**src/rtl/serial_console.sv**
```systemverilog
// Board-side end of the processor's byte-serial port: switch bytes queue into an RX FIFO
// for the processor, processor-written bytes queue into a TX FIFO drained by a pushbutton.
module serial_console #(
  parameter int DEPTH = 8,
  parameter int AW    = 3
) (
  input  logic          clock,
  input  logic          reset,
  input  logic          push_key,
  input  logic          pop_key,
  input  logic [7:0]    sw_data,
  output logic [7:0]    serial_in,
  output logic          serial_valid_in,
  input  logic          serial_rden_out,
  input  logic [7:0]    serial_out,
  input  logic          serial_wren_out,
  output logic          serial_ready_in,
  output logic [7:0]    tx_byte,
  output logic          tx_valid,
  output logic [AW:0]   rx_count,
  output logic [AW:0]   tx_count,
  output logic [1:0]    overflow
);

  localparam logic [AW:0] FULL = (AW+1)'(DEPTH);

  logic [1:0]    r_pushSync;
  logic [1:0]    r_popSync;
  logic          r_pushPrev;
  logic          r_popPrev;
  logic [7:0]    r_rxMem [DEPTH];
  logic [7:0]    r_txMem [DEPTH];
  logic [AW-1:0] r_rxWr;
  logic [AW-1:0] r_rxRd;
  logic [AW-1:0] r_txWr;
  logic [AW-1:0] r_txRd;
  logic [AW:0]   r_rxCount;
  logic [AW:0]   r_txCount;
  logic [1:0]    r_overflow;

  logic w_pushPulse;
  logic w_popPulse;
  logic w_rxEmpty;
  logic w_rxFull;
  logic w_txEmpty;
  logic w_txFull;
  logic w_rxPush;
  logic w_rxPop;
  logic w_txPush;
  logic w_txPop;

  // Keys idle high, so the synchronisers and edge detectors reset to "released".
  always_ff @(posedge clock or negedge reset) begin
    if (!reset) begin
      r_pushSync <= 2'b11;
      r_popSync  <= 2'b11;
      r_pushPrev <= 1'b1;
      r_popPrev  <= 1'b1;
    end else begin
      r_pushSync <= {r_pushSync[0], push_key};
      r_popSync  <= {r_popSync[0], pop_key};
      r_pushPrev <= r_pushSync[1];
      r_popPrev  <= r_popSync[1];
    end
  end

  always_comb begin
    w_pushPulse = r_pushPrev & ~r_pushSync[1];
    w_popPulse  = r_popPrev & ~r_popSync[1];
    w_rxEmpty   = (r_rxCount == '0);
    w_rxFull    = (r_rxCount == FULL);
    w_txEmpty   = (r_txCount == '0);
    w_txFull    = (r_txCount == FULL);
    w_rxPush    = w_pushPulse & ~w_rxFull;
    w_rxPop     = serial_rden_out & ~w_rxEmpty;
    w_txPush    = serial_wren_out & ~w_txFull;
    w_txPop     = w_popPulse & ~w_txEmpty;
  end

  // Storage is left unreset; the empty forcing on the outputs hides stale entries.
  always_ff @(posedge clock) begin
    if (w_rxPush) r_rxMem[r_rxWr] <= sw_data;
    if (w_txPush) r_txMem[r_txWr] <= serial_out;
  end

  always_ff @(posedge clock or negedge reset) begin
    if (!reset) begin
      r_rxWr     <= '0;
      r_rxRd     <= '0;
      r_txWr     <= '0;
      r_txRd     <= '0;
      r_rxCount  <= '0;
      r_txCount  <= '0;
      r_overflow <= 2'b00;
    end else begin
      if (w_rxPush) r_rxWr <= r_rxWr + 1'b1;
      if (w_rxPop)  r_rxRd <= r_rxRd + 1'b1;
      if (w_txPush) r_txWr <= r_txWr + 1'b1;
      if (w_txPop)  r_txRd <= r_txRd + 1'b1;
      case ({w_rxPush, w_rxPop})
        2'b10:   r_rxCount <= r_rxCount + 1'b1;
        2'b01:   r_rxCount <= r_rxCount - 1'b1;
        default: r_rxCount <= r_rxCount;
      endcase
      case ({w_txPush, w_txPop})
        2'b10:   r_txCount <= r_txCount + 1'b1;
        2'b01:   r_txCount <= r_txCount - 1'b1;
        default: r_txCount <= r_txCount;
      endcase
      if (w_pushPulse && w_rxFull)     r_overflow[0] <= 1'b1;
      if (serial_wren_out && w_txFull) r_overflow[1] <= 1'b1;
    end
  end

  always_comb begin
    serial_in       = w_rxEmpty ? 8'h00 : r_rxMem[r_rxRd];
    serial_valid_in = ~w_rxEmpty;
    serial_ready_in = ~w_txFull;
    tx_byte         = w_txEmpty ? 8'h00 : r_txMem[r_txRd];
    tx_valid        = ~w_txEmpty;
    rx_count        = r_rxCount;
    tx_count        = r_txCount;
    overflow        = r_overflow;
  end

endmodule

```
**config.mk**
```make
export PLATFORM = sky130hd
export DESIGN_NAME = serial_console
export DESIGN_NICKNAME = d
export VERILOG_FILES = /design/src/rtl/serial_console.sv
export SDC_FILE = /design/constraint.sdc
export NUM_CORES = 1
export LEC_CHECK = 0
export ABC_AREA = 1
export CAP_MARGIN = 20
export CORE_MARGIN = 5
export CORE_UTILIZATION = 58
export DETAILED_ROUTE_END_ITERATION = 8
export PLACE_DENSITY = 0.79
export SYNTH_ARGS = -nofsm -noshare
export SYNTH_HDL_FRONTEND = slang
export SYNTH_SLANG_ARGS = --single-unit
```
**constraint.sdc**
```tcl
create_clock -name clock -period 2.8 [get_ports clock]
set_clock_uncertainty 0.15 [all_clocks]
set_input_delay 0.42 -clock clock [delete_from_list [all_inputs] [get_ports clock]]
set_output_delay 0.42 -clock clock [all_outputs]
set_load 0.02 [all_outputs]
```
==> impl_metrics.yaml <==
synth:
  ys_ff_latch: 156
  netlist_area_mm2: 0.00654
  synth_area_per_cell_um2: 12.0
  synth_cell_type_count: 30
  syn_nets: 578
  ys_seq_area_frac: 0.696
  synth_warnings: 0
  synthCells: 546
routing:
  dr.pass1.iters: 5
  ant_nets: 0
  routed_wl_um: 14500
  drc_errors: 0
  vias_per_cell: 5.89
  post_drt_wl_per_cell_um: 18.9
  drt_iter0_drc: 625
  vias: 4532
global_routing:
  grt_use_total: 0.232
  antenna_found_initial: 0
  grt_overflow: 0
  grt_max_degree: 34
  grt_first_pass_wirelength_um: 23400
  grt_pass1_vias: 4571
setup_path:
  critPathMaxStageDelay_ns: 0.41
  slowest_stage: "dfrtp_1"
  end_kind: "output port"
  worstSetupStartpoint: "r_txRd[0]"
  crit_path_start_kind: "register"
  crit_type: "reg2out"
  critPathTopFamily: "buffers and inverters"
  crit_buf_inv: 3
  worstPathMaxFanout: 28
  cp.arrival_ns: 2.01
  crit_path_frequent_cell: "nor2_1"
  reg2reg_from: "rx_count[1]"
  required_ns: 2.23
  worstPathCellList: "inv_2 > buf_12 > nor2_1 > o22ai_1 > nor2_1 > nor2_1 > dlygate4sd2_1"
finish:
  fillers: 705
  diodes: 0
  layout-drive-gt1-share: 0.126
  final_common_cell: "edfxtp_1"
  final_cell_mix: "edfxtp_1, nor2_1, o21ai_1, nand2_1, clkdlybuf4s50_1"
  area_delta_synth_final_pct: 20.8
  final_nets: 648
floorplan:
  die-area_mm2: 0.0135
  rows: 38
  die-width_um: 116
  ios: 51
  initial_utilization: 0.598
  core_area_mm2: 0.0109
  die_h_um: 116
clock_network:
  cts_buffer_depth: 2
  cts_tree: "built"
  numCtsBuffers: 17
  path_clk_slew_ns: 0.06
  cts_sinks: 156
  cts_max_level: 4
  postCtsSetupRepairBufs: 0
  hold_buffers: 0
  cts-root-buf: "clkbuf_16"
  cts_resized: 17
  clk-insertion-delay-late_ns: 0.42
sta:
  finalMaxSlewViolations: 0
  worstMarginPinSlew_ns: 0.709
  finalHoldViolations: 0
  final-setup-viol-count: 0
  holdWs_ns: 0.209
  rsz0062_at_grt: "false"
  max_freq_mhz: 388
  maxSlewHeadroom: 0.527
  period_needed_ns: 2.58
  tns_ns: 0
  period_share: 0.921
power:
  cellLeakagePower_nw: 3.04
  powerDensity_mw_per_mm2: 1160
  ir_drop_mv: 0.621
job:
  maxCapViolCount: 0
place:
  place.gp.congestion: 0.825
  post-dp-hpwl_um: 9020
  io_buffers: 50
min_path:
  hold_start: "r_pushSync[0]"
  hold_class: "reg2reg"
outcome:
  status: "finished clean"
cell type report:
class                           instances  area, um^2  share of cell area
Inverter                               26         105              0.0133
Multi-Input combinational cell        343        1720               0.217
Sequential cell                       156        4550               0.576
Timing Repair Buffer                   72         708              0.0896
Clock buffer                           17         425              0.0538
Clock inverter                         15         220              0.0279
Tap cell                              140         175              0.0222
cells in the mapped netlist, drive strengths merged:
cell | n | area (um^2)
nand2 | 59 | 239
o21ai | 71 | 355
clkbuf | 2 | 10.0
ha | 10 | 125
o22ai | 16 | 100
a21oi | 4 | 20.0
o211ai | 16 | 120
xnor2 | 6 | 52.6
o21bai | 1 | 7.51
o31ai | 1 | 7.51
dfrtp | 22 | 551
nand3 | 11 | 67.6
buf | 19 | 166
edfxtp | 128 | 3840
nor3 | 8 | 40.0
xor2 | 7 | 61.3
or2 | 1 | 8.76
inv | 26 | 97.6
nor2 | 132 | 513
dfstp | 6 | 158
path summary, 6_finish.rpt:
check | depth (start not counted) | to | slack, ns
setup / recovery | 7 | tx_byte[2] | 0.22
hold / removal | 0 | r_pushSync[1] | 0.21
setup reg to reg | 12 | rx_count[2] | 0.43
hold reg to reg | 0 | r_pushSync[1] | 0.21
max in group asynchronous | 2 | r_popSync[1] | 1.95
min in group asynchronous | 2 | rx_count[1] | 0.23
report_power, final:
group	internal (mW)	total [mW]	switching [mW]
clock network	1.58	2.49	0.907
registers	2.90	3.27	0.363
logic	1.33	3.45	2.12
total	5.81	9.20	3.39
kinds of logic (layout without fill, tap and decap cells):
family          Yosys count  after routing  synth area share
fa+ha+maj                10             10            0.0191
simple gates            211            211             0.133
xor+xnor                 13             13            0.0174
flops                   156            156             0.696
compound gates          109            109            0.0933
buf+inv                  47            130            0.0419
metrics by stage:
stage / cell area, um^2 / utilization / cells / setup slack (ns) / total power [mW]
final: 7910 / 0.723 / 769 / 0.221 / 9.20
after global routing: 7910 / 0.723 / 769 / 0.0702 / 9.71
after CTS: 7880 / 0.721 / 769 / 0.00602 / 9.24
after detailed placement: 7220 / 0.660 / 737 / 0.307 / 6.75
after global placement: 7220 / 0.660 / 737 / 0.378 / 6.58
after floorplan: 6540 / - / 546 / 0.581 / 5.53
registers in the layout (all words and copies together), names as in the netlist, 3 cells and up:
signal	flops
r_txWr	3
r_txMem	64
r_rxMem	64
r_rxWr	3
rx_count	4
r_txRd	3
r_rxRd	3
tx_count	4
routing by layer:
metal  share of wire  global-route usage  wire [um]  vias to the layer above
met1            0.40               0.309       5830                     2171
met5               0                   0          0                        -
met4           0.027              0.0967        390                        0
met2            0.49               0.368       7130                      252
li1                -                   -          -                     2062
met3           0.080              0.0585       1160                       47
Note: power is estimated with default switching activity, not from simulation.
